### config.mk
export PLATFORM = sky130hd
export DESIGN_NAME = iq_tx_modulator
export DESIGN_NICKNAME = d
export VERILOG_FILES = /design/src/rtl/iq_tx_pkg.sv /design/src/rtl/iq_tx_modulator_sdm_core.sv /design/src/rtl/iq_tx_modulator.sv
export SDC_FILE = /design/constraint.sdc
export NUM_CORES = 2
export LEC_CHECK = 0
export BUFFER_PORTS_ARGS = -buffer_cell sky130_fd_sc_hd__buf_2
export CORE_ASPECT_RATIO = 1.2
export CORE_UTILIZATION = 35
export DETAILED_ROUTE_END_ITERATION = 7
export SKIP_CTS_REPAIR_TIMING = 1
export SLEW_MARGIN = 15
export SYNTH_ARGS = -nofsm -noshare
export SYNTH_HDL_FRONTEND = slang
export SYNTH_SLANG_ARGS = --single-unit
### constraint.sdc
create_clock -name CLK -period 18.3 [get_ports CLK]
set_clock_uncertainty 0.1 [all_clocks]
set_input_delay 4.575 -clock CLK [delete_from_list [all_inputs] [get_ports CLK]]
set_output_delay 4.575 -clock CLK [all_outputs]
set_load 0.01 [all_outputs]
### src/rtl/iq_tx_pkg.sv
// iq_tx_pkg: shared constants and helpers for the IQ transmit modulator.
//   DEFAULT_INTERP  - default number of CLK cycles each I/Q sample is held
//   CNT_W           - width of the hold counter (INTERP up to 65535)
//   pend_state_t    - occupancy of the one-entry pending sample buffer
//   sdm1_acc_w()    - first-order accumulator width for a given BITS
//   sdm2_acc_w()    - second-order accumulator width for a given BITS
//   fb_mag()        - sigma-delta feedback magnitude (2^BITS)
package iq_tx_pkg;

  localparam int unsigned DEFAULT_INTERP = 64;
  localparam int unsigned CNT_W          = 16;

  typedef enum logic {
    PEND_EMPTY = 1'b0,
    PEND_FULL  = 1'b1
  } pend_state_t;

  function automatic int unsigned sdm1_acc_w(input int unsigned bits);
    return bits + 3;
  endfunction

  function automatic int unsigned sdm2_acc_w(input int unsigned bits);
    return bits + 6;
  endfunction

  function automatic longint fb_mag(input int unsigned bits);
    return longint'(1) << bits;
  endfunction

endpackage

### src/rtl/iq_tx_modulator_sdm_core.sv
// sdm_core: final pipeline stage of the IQ transmit modulator. Integrates the
// mixed baseband value y and produces the registered 1-bit RF bitstream.
// Build option: define IQ_TX_SDM2_EN for a saturating second-order loop;
// otherwise a first-order loop is built. Latency is identical in both.
// Ports:
//   clk    in   clock, rising edge
//   rst    in   synchronous active-high reset
//   y      in   BITS+1 signed mixed sample (stage-3 output)
//   rf_out out  registered 1-bit sigma-delta output
module sdm_core
  import iq_tx_pkg::*;
#(
  parameter int unsigned BITS = 16
) (
  input  logic               clk,
  input  logic               rst,
  input  logic signed [BITS:0] y,
  output logic               rf_out
);

  logic rf_next;

`ifdef IQ_TX_SDM2_EN
  localparam int unsigned ACC_W = sdm2_acc_w(BITS);
  // Two guard bits so the un-saturated sums never wrap before clamping.
  localparam int unsigned EXT_W = ACC_W + 2;
  localparam logic signed [EXT_W-1:0] FB      = EXT_W'(fb_mag(BITS));
  localparam logic signed [EXT_W-1:0] ACC_MAX = EXT_W'((longint'(1) << (ACC_W - 1)) - 1);
  localparam logic signed [EXT_W-1:0] ACC_MIN = EXT_W'(-(longint'(1) << (ACC_W - 1)));

  logic signed [ACC_W-1:0] acc1, acc2;
  logic signed [EXT_W-1:0] v1, v2, n1, n2;

  function automatic logic signed [ACC_W-1:0] sat(input logic signed [EXT_W-1:0] x);
    if (x > ACC_MAX)      return ACC_W'(ACC_MAX);
    else if (x < ACC_MIN) return ACC_W'(ACC_MIN);
    else                  return ACC_W'(x);
  endfunction

  // The comparator looks at the integrator value including the new y, so
  // RF_out reflects y on the same edge the accumulators absorb it.
  always_comb begin
    v1      = EXT_W'(acc1) + EXT_W'(y);
    v2      = EXT_W'(acc2) + v1;
    rf_next = !v2[EXT_W-1];
    n1      = v1 - (rf_next ? FB : -FB);
    n2      = v2 - (rf_next ? FB : -FB);
  end

  always_ff @(posedge clk) begin
    if (rst) begin
      acc1 <= '0;
      acc2 <= '0;
    end else begin
      acc1 <= sat(n1);
      acc2 <= sat(n2);
    end
  end
`else
  localparam int unsigned ACC_W = sdm1_acc_w(BITS);
  localparam logic signed [ACC_W-1:0] FB = ACC_W'(fb_mag(BITS));

  logic signed [ACC_W-1:0] acc;
  logic signed [ACC_W-1:0] v;

  // With |y| <= 2^BITS the integrator stays within +/-2^(BITS+1), so no
  // wrap handling is needed at BITS+3 bits.
  always_comb begin
    v       = acc + ACC_W'(y);
    rf_next = !v[ACC_W-1];
  end

  always_ff @(posedge clk) begin
    if (rst) acc <= '0;
    else     acc <= v - (rf_next ? FB : -FB);
  end
`endif

  always_ff @(posedge clk) begin
    if (rst) rf_out <= 1'b0;
    else     rf_out <= rf_next;
  end

endmodule

### src/rtl/iq_tx_modulator.sv
// iq_tx_modulator: accepts baseband I/Q samples through a valid/ready
// handshake, holds each for INTERP clocks, mixes with an external NCO and
// drives a 1-bit sigma-delta RF bitstream.
// Build option: IQ_TX_SDM2_EN selects the second-order loop in sdm_core.
// Parameters: BITS (sample/NCO width), INTERP (hold length, 2..65535).
// Ports:
//   CLK       in   clock, rising edge
//   RST       in   synchronous active-high reset
//   I_in      in   BITS signed in-phase sample
//   Q_in      in   BITS signed quadrature sample
//   IQ_valid  in   I_in/Q_in valid
//   IQ_ready  out  sample can be accepted (pending buffer empty)
//   sin_in    in   BITS signed NCO sine
//   cos_in    in   BITS signed NCO cosine
//   RF_out    out  registered sigma-delta bitstream
//   UNDERRUN  out  one-cycle pulse: hold period ended with no sample
module iq_tx_modulator
  import iq_tx_pkg::*;
#(
  parameter int unsigned BITS   = 16,
  parameter int unsigned INTERP = DEFAULT_INTERP
) (
  input  logic                   CLK,
  input  logic                   RST,
  input  logic signed [BITS-1:0] I_in,
  input  logic signed [BITS-1:0] Q_in,
  input  logic                   IQ_valid,
  output logic                   IQ_ready,
  input  logic signed [BITS-1:0] sin_in,
  input  logic signed [BITS-1:0] cos_in,
  output logic                   RF_out,
  output logic                   UNDERRUN
);

  localparam int unsigned PROD_W = 2 * BITS;
  localparam logic [CNT_W-1:0] RELOAD = CNT_W'(INTERP - 1);

  pend_state_t pend_state, pend_next;

  logic [CNT_W-1:0]       hold_cnt;
  logic                   load;
  logic                   transfer;
  logic signed [BITS-1:0] pend_i, pend_q;
  logic signed [BITS-1:0] act_i, act_q;

  logic signed [BITS-1:0]   cos_s1, sin_s1, i_s1, q_s1;
  logic signed [PROD_W-1:0] prod_i, prod_q;
  logic signed [PROD_W:0]   diff;
  logic signed [BITS:0]     y_s3;

  // Ready comes straight from registered state, never from IQ_valid.
  assign IQ_ready = (pend_state == PEND_EMPTY);
  assign transfer = IQ_valid && IQ_ready;
  assign load     = (hold_cnt == '0);

  // Pending buffer occupancy. A transfer on a load cycle bypasses the
  // buffer, so it only fills on transfers away from load events.
  always_comb begin
    pend_next = pend_state;
    case (pend_state)
      PEND_EMPTY: if (transfer && !load) pend_next = PEND_FULL;
      PEND_FULL:  if (load)              pend_next = PEND_EMPTY;
      default:                           pend_next = PEND_EMPTY;
    endcase
  end

  always_ff @(posedge CLK) begin
    if (RST) pend_state <= PEND_EMPTY;
    else     pend_state <= pend_next;
  end

  always_ff @(posedge CLK) begin
    if (RST) begin
      hold_cnt <= RELOAD;
      pend_i   <= '0;
      pend_q   <= '0;
      act_i    <= '0;
      act_q    <= '0;
      UNDERRUN <= 1'b0;
    end else begin
      hold_cnt <= load ? RELOAD : hold_cnt - 1'b1;
      UNDERRUN <= load && (pend_state == PEND_EMPTY) && !transfer;
      if (transfer && !load) begin
        pend_i <= I_in;
        pend_q <= Q_in;
      end
      if (load) begin
        if (pend_state == PEND_FULL) begin
          act_i <= pend_i;
          act_q <= pend_q;
        end else if (transfer) begin
          act_i <= I_in;
          act_q <= Q_in;
        end else begin
          act_i <= '0;
          act_q <= '0;
        end
      end
    end
  end

  // Stage 1 captures the active sample alongside the NCO words so that both
  // travel down the pipeline together.
  always_ff @(posedge CLK) begin
    if (RST) begin
      cos_s1 <= '0;
      sin_s1 <= '0;
      i_s1   <= '0;
      q_s1   <= '0;
      prod_i <= '0;
      prod_q <= '0;
      y_s3   <= '0;
    end else begin
      cos_s1 <= cos_in;
      sin_s1 <= sin_in;
      i_s1   <= act_i;
      q_s1   <= act_q;
      prod_i <= PROD_W'(i_s1) * PROD_W'(cos_s1);
      prod_q <= PROD_W'(q_s1) * PROD_W'(sin_s1);
      y_s3   <= (BITS + 1)'(diff >>> (BITS - 1));
    end
  end

  always_comb begin
    diff = (PROD_W + 1)'(prod_i) - (PROD_W + 1)'(prod_q);
  end

  sdm_core #(
    .BITS(BITS)
  ) u_sdm_core (
    .clk    (CLK),
    .rst    (RST),
    .y      (y_s3),
    .rf_out (RF_out)
  );

endmodule

Yosys cells after proc, flatten, opt, wreduce, memory -nomap -nowiden

Cells that the tools add are included.

Register bits: 247
Input port bits: 67
Output and inout bits: 3
Logic and storage cells: 40

$add $sub $neg: 4
Multipliers: 2
Multiplexer cells: 8
Bitwise operators: 1
Reductions and logical operators: 9

Operators with widths:

| kind                                               | count |
|---|---|
| multiplier 16 x 16 -> 32 bit                       | 2 |
| two-way mux 16 bit                                 | 4 |
| subtractor 32 bit                                  | 1 |
| adder 19 x 17 -> 19 bit                            | 1 |
| two-way mux 19 bit                                 | 1 |
| subtractor 19 bit                                  | 1 |
| logical NOT 16 bit                                 | 1 |
| subtractor 16 x 1 -> 16 bit, second input constant | 1 |
| logical AND 1 bit                                  | 4 |
| logical NOT 1 bit                                  | 3 |
| two-way mux 1 bit                                  | 2 |
| one-hot mux 1 bit (2 select lines)                 | 1 |
| OR reduction 2 bit                                 | 1 |
| NOT 1 bit                                          | 1 |

Depth between registers and ports, before layout

Depth after elaboration: 5
Depth in mapped cells: 24
Mapped depth without buffers: 23

Cells and area by module

From an unflattened synthesis, not the netlist that was laid out.

Cells, all modules: 3214
Area, all modules: 29336.9 µm²

Modules (own cells, without submodules):

| module          | times used | cells an instance | area an instance (µm²) | sequential area each (µm²) |
|---|---|---|---|---|
| iq_tx_modulator | 1          | 3036              | 27804.2                | 4544.4 |
| sdm_core        | 1          | 178               | 1532.7                 | 400.4 |

Least setup slack after synthesis

OpenSTA, ideal clock, no wires.

Path kind: reg-to-reg
Start point: reg i_s1[15]
End point: reg prod_i[29]
Library setup time: 123 ps
Arrival time: 5982 ps
Data required time: 18077 ps
Slack: 12094 ps
Stages on the path, launching flop included: 21
Path buffers: 1
Clock period less this slack: 6206 ps
Cells stage by stage: dfxtp_1 > clkbuf_1 > nand2_1 > inv_1 > fa_1 > fa_1 > fa_1 > fa_1 > fa_1 > inv_1 > fa_1 > inv_1 > ha_1 > nand2_1 > nand2_1 > a21o_1 > or3_1 > o211ai_2 > a21oi_1 > a31oi_1 > mux2_1

Longest elaborated chain between the ends: 1

RTL lines:

| item                         | RTL line               | text |
|---|---|---|
| start, declared              | iq_tx_modulator.sv:46  | `logic signed [BITS-1:0] cos_s1, sin_s1, i_s1, q_s1;` |
| start signal, assigned       | iq_tx_modulator.sv:116 | `i_s1 <= act_i;` |
| multiplier 16 x 16 -> 32 bit | iq_tx_modulator.sv:118 | `prod_i <= PROD_W'(i_s1) * PROD_W'(cos_s1);` |
| end signal, assigned         | iq_tx_modulator.sv:118 |  |
| end, declared                | iq_tx_modulator.sv:47  | `logic signed [PROD_W-1:0] prod_i, prod_q;` |

Every way passes these cells.
A chain may end at the register's enable or synchronous reset.

Worst setup path in the final report

Start point: reg sin_s1[1]
End point: reg prod_q[30]

Longest elaborated chain between the ends: 1

RTL lines:

| item                         | RTL line               | text |
|---|---|---|
| start, declared              | iq_tx_modulator.sv:46  |  |
| start signal, assigned       | iq_tx_modulator.sv:115 | `sin_s1 <= sin_in;` |
| multiplier 16 x 16 -> 32 bit | iq_tx_modulator.sv:119 | `prod_q <= PROD_W'(q_s1) * PROD_W'(sin_s1);` |
| end signal, assigned         | iq_tx_modulator.sv:119 |  |
| end, declared                | iq_tx_modulator.sv:47  |  |

Every way passes these cells.

==> results.md <==
- Synth top area cells: fa_1 36%, dfxtp_1 17%, ha_1 9.2%
- Post-synth top flop: dfxtp_1
- Grt total ovfl: 0
- Met1 WL: 28.75 mm
- Post-DP Area: 0.03027 mm^2
- Crit path kind: flip-flop to flip-flop
- Routed wl met3: 2.174 mm
- Worst-Margin Slew: 0.9658 ns
- Vias per inst: 4.716
- Area leader, netlist: fa_1
- Max Freq: 145.8 MHz
- FP Rows: 115
- Syn-to-layout area delta: 8.096%
- DRT Pass-1 Iters: 5
- Die Width: 264.6 um
- WL final: 62.85 mm
- Antenna viol nets, final: 0
- CTS clk-pin slew, worst paths: 0.06 ns
- Worst ir drop on vdd: 0.06444 mV
- Clock Latency Late Sink: 0.58 ns
- Wire per inst: 14.85 um
- RSZ-0062 raised after global routing: no
- # DRC: 0
- Core ar.: 0.08202 mm^2
- MaxCap Viol Count: 0
- Port Buffers: 69
- Non-filler instance count after layout: 4233
- Starting Density: 0.3531
- RD Place Congestion: 0.8293
- Crit Path Max Fanout: 16
- Mean Syn Cell Area: 9.153 um^2
- CP Data Arrival Time: 7.21 ns
- Startpoint types: flip-flop
- Routed vias: 19.96k
- DP HPWL: 50.03 mm
- Synthesized cell area: 0.02896 mm^2
- Largest net degree at the start of global routing: 102
- Gate Count Post-Synth: 3164
- Required time of the critical path: 18.66 ns
- Synthesized net count: 3970
- Cells after DPL: 4179
- Max Slew Vio Count: 0
- R2R Path Start: sin_s1[1]
- Yosys warnings: 0
- Pwr/cell area: 46.95 mW/mm^2
- Num CTS Buffers: 29
- CTS sink cnt: 247
- HP Class: flip-flop to flip-flop
- FILL cells: 8310
- Met2 WL post-DR: 30.59 mm
- Layout Utilization: 0.3817
- DIE AREA: 0.08391 mm^2
- Die Ht: 317.1 um
- Top cells by count, synth: 619 x inv_1, 526 x fa_1, 345 x nand2_1
- Post-synth cell types: 73
- Final setup violating endpoints: 0
- Hold Vio Cnt, Final: 0
- CTS max path bufs: 3
- GRT Overall Usage: 0.1565
- Asr flop ratio synth: 0
- I/O pins: 70
- Crit path from: sin_s1[1]
- Root Buffer: clkbuf_16
- First-pass GRT wire length: 107.0 mm
- Share of the synthesized area in the top cell type: 0.3636
- Setup TNS: 0 ns
- Seq/Total Area, Yosys: 0.1707
- Vias in the first global route: 21.11k
- EDFF count, synth: 0
- Layout Nets: 3964
- Share of cells above drive strength 1: 0.04594
- Detailed router's first-iteration violation count: 950
- Hold Path Origin: hold_cnt[0]
- Fin area: 0.03131 mm^2
- Number of synthesized register bits: 247
- DR top layer: met4
- Final Cycle Share: 0.3748
- Worst slew margin: 0.3554
- Status: complete, no violations
- CTS tree: yes
- Tmin final: 6.858 ns
- Critical Path Sink Type: flip-flop
- H-tree depth: 1
- Leakage power: 15.48 nW
- Most frequent cell after synthesis: inv_1
- Initial antenna violation count: 4
## worst paths after layout
check	end	slack, ns	cells after the start
max	prod_q[30]	11.44	20
min	hold_cnt[0]	0.32	1
max reg2reg	prod_q[30]	11.44	20
min reg2reg	hold_cnt[0]	0.32	1
## logic make-up (layout without fill, tap and decap cells)
kind of cell,Yosys count,in the layout,synth area share
AO/OA/AOI/OAI,326,326,0.07301
XOR/XNOR,100,100,0.03024
adder cells (fa/ha/maj),739,739,0.4556
buffers and inverters,733,747,0.09561
flip-flops,247,247,0.1707
multiplexers,3,3,0.001166
other,0,2,0
AND/OR/NAND/NOR,1016,1016,0.1736
## report_power, final
part | leakage [nW] | internal [W] | switching (W)
logic | 13.0 | 0.000107 | 0.000139
registers | 2.02 | 0.000574 | 0.0000330
clock network | 0.490 | 0.000377 | 0.000240
total | 15.5 | 0.00106 | 0.000412
## metal layers
layer	vias to the layer above	global-route usage
li1	9640	-
met2	293	0.2740
met1	9948	0.2078
met5	-	0
met4	0	0.03581
met3	80	0.01680
## registers in the layout, summed over array words and instances, names as in the netlist
register	cells
u_sdm_core.acc	19
y_s3	17
i_s1	16
hold_cnt	16
sin_s1	16
q_s1	16
pend_i	16
act_i	16
prod_q	32
pend_q	16
cos_s1	16
pend_state	1
prod_i	32
UNDERRUN	1
u_sdm_core.rf_out	1
act_q	16
## metrics by stage
stage	total power [W]	setup WS [ns]	hold slack [ns]
CTS	0.001490	11.47	0.3250
global placement	0.0008640	11.31	0.2882
floorplan	0.0007988	12.09	0.2717
global route	0.001553	11.01	0.3381
finish	0.001470	11.44	0.3184
detailed placement	0.0008635	11.27	0.3106
## critical path: stages (launching register included)
cell	delay (ns)
dfxtp_1	0.78
nand2_1	0.21
inv_1	0.17
fa_1	0.55
fa_1	0.56
fa_1	0.45
fa_1	0.51
fa_1	0.50
inv_1	0.05
fa_1	0.47
inv_1	0.04
ha_1	0.35
a21o_1	0.20
a21o_1	0.18
a2111oi_0	0.47
o21ai_1	0.16
a21oi_2	0.22
o21ai_1	0.13
nor4_1	0.19
o31ai_1	0.12
mux2_1	0.31
## cell usage in the layout, fill, tap and decap left out, drive strengths merged, types with 6 or more instances in the layout
cell and count:
o21ai 37, a211oi 46, fa 526, xor2 38, nand3 18, nand2b 20
o21a 13, a31oi 12, nor3 31, and2 252, nor2 181, nand2 345
and3 39, or2 7, a21oi 129, nor4 9, ha 213, clkbuf 39
buf 76, nor2b 91, xnor2 62, a21o 33, inv 624, or3 9
dfxtp 247, o31a 6
## cell type report
cell class | count | area, um^2 | share of cell area
timing repair buffer | 77 | 421.7 | 0.01347
clock buffer | 38 | 789.5 | 0.02522
inverter | 619 | 2323 | 0.07422
tap | 1053 | 1318 | 0.04208
sequential | 247 | 4945 | 0.1579
clock inverter | 13 | 227.7 | 0.007274
antenna | 2 | 5.005 | 0.0001599
multi-input combinational | 2184 | 21280 | 0.6796
Note: power is estimated with default switching activity, not from simulation.
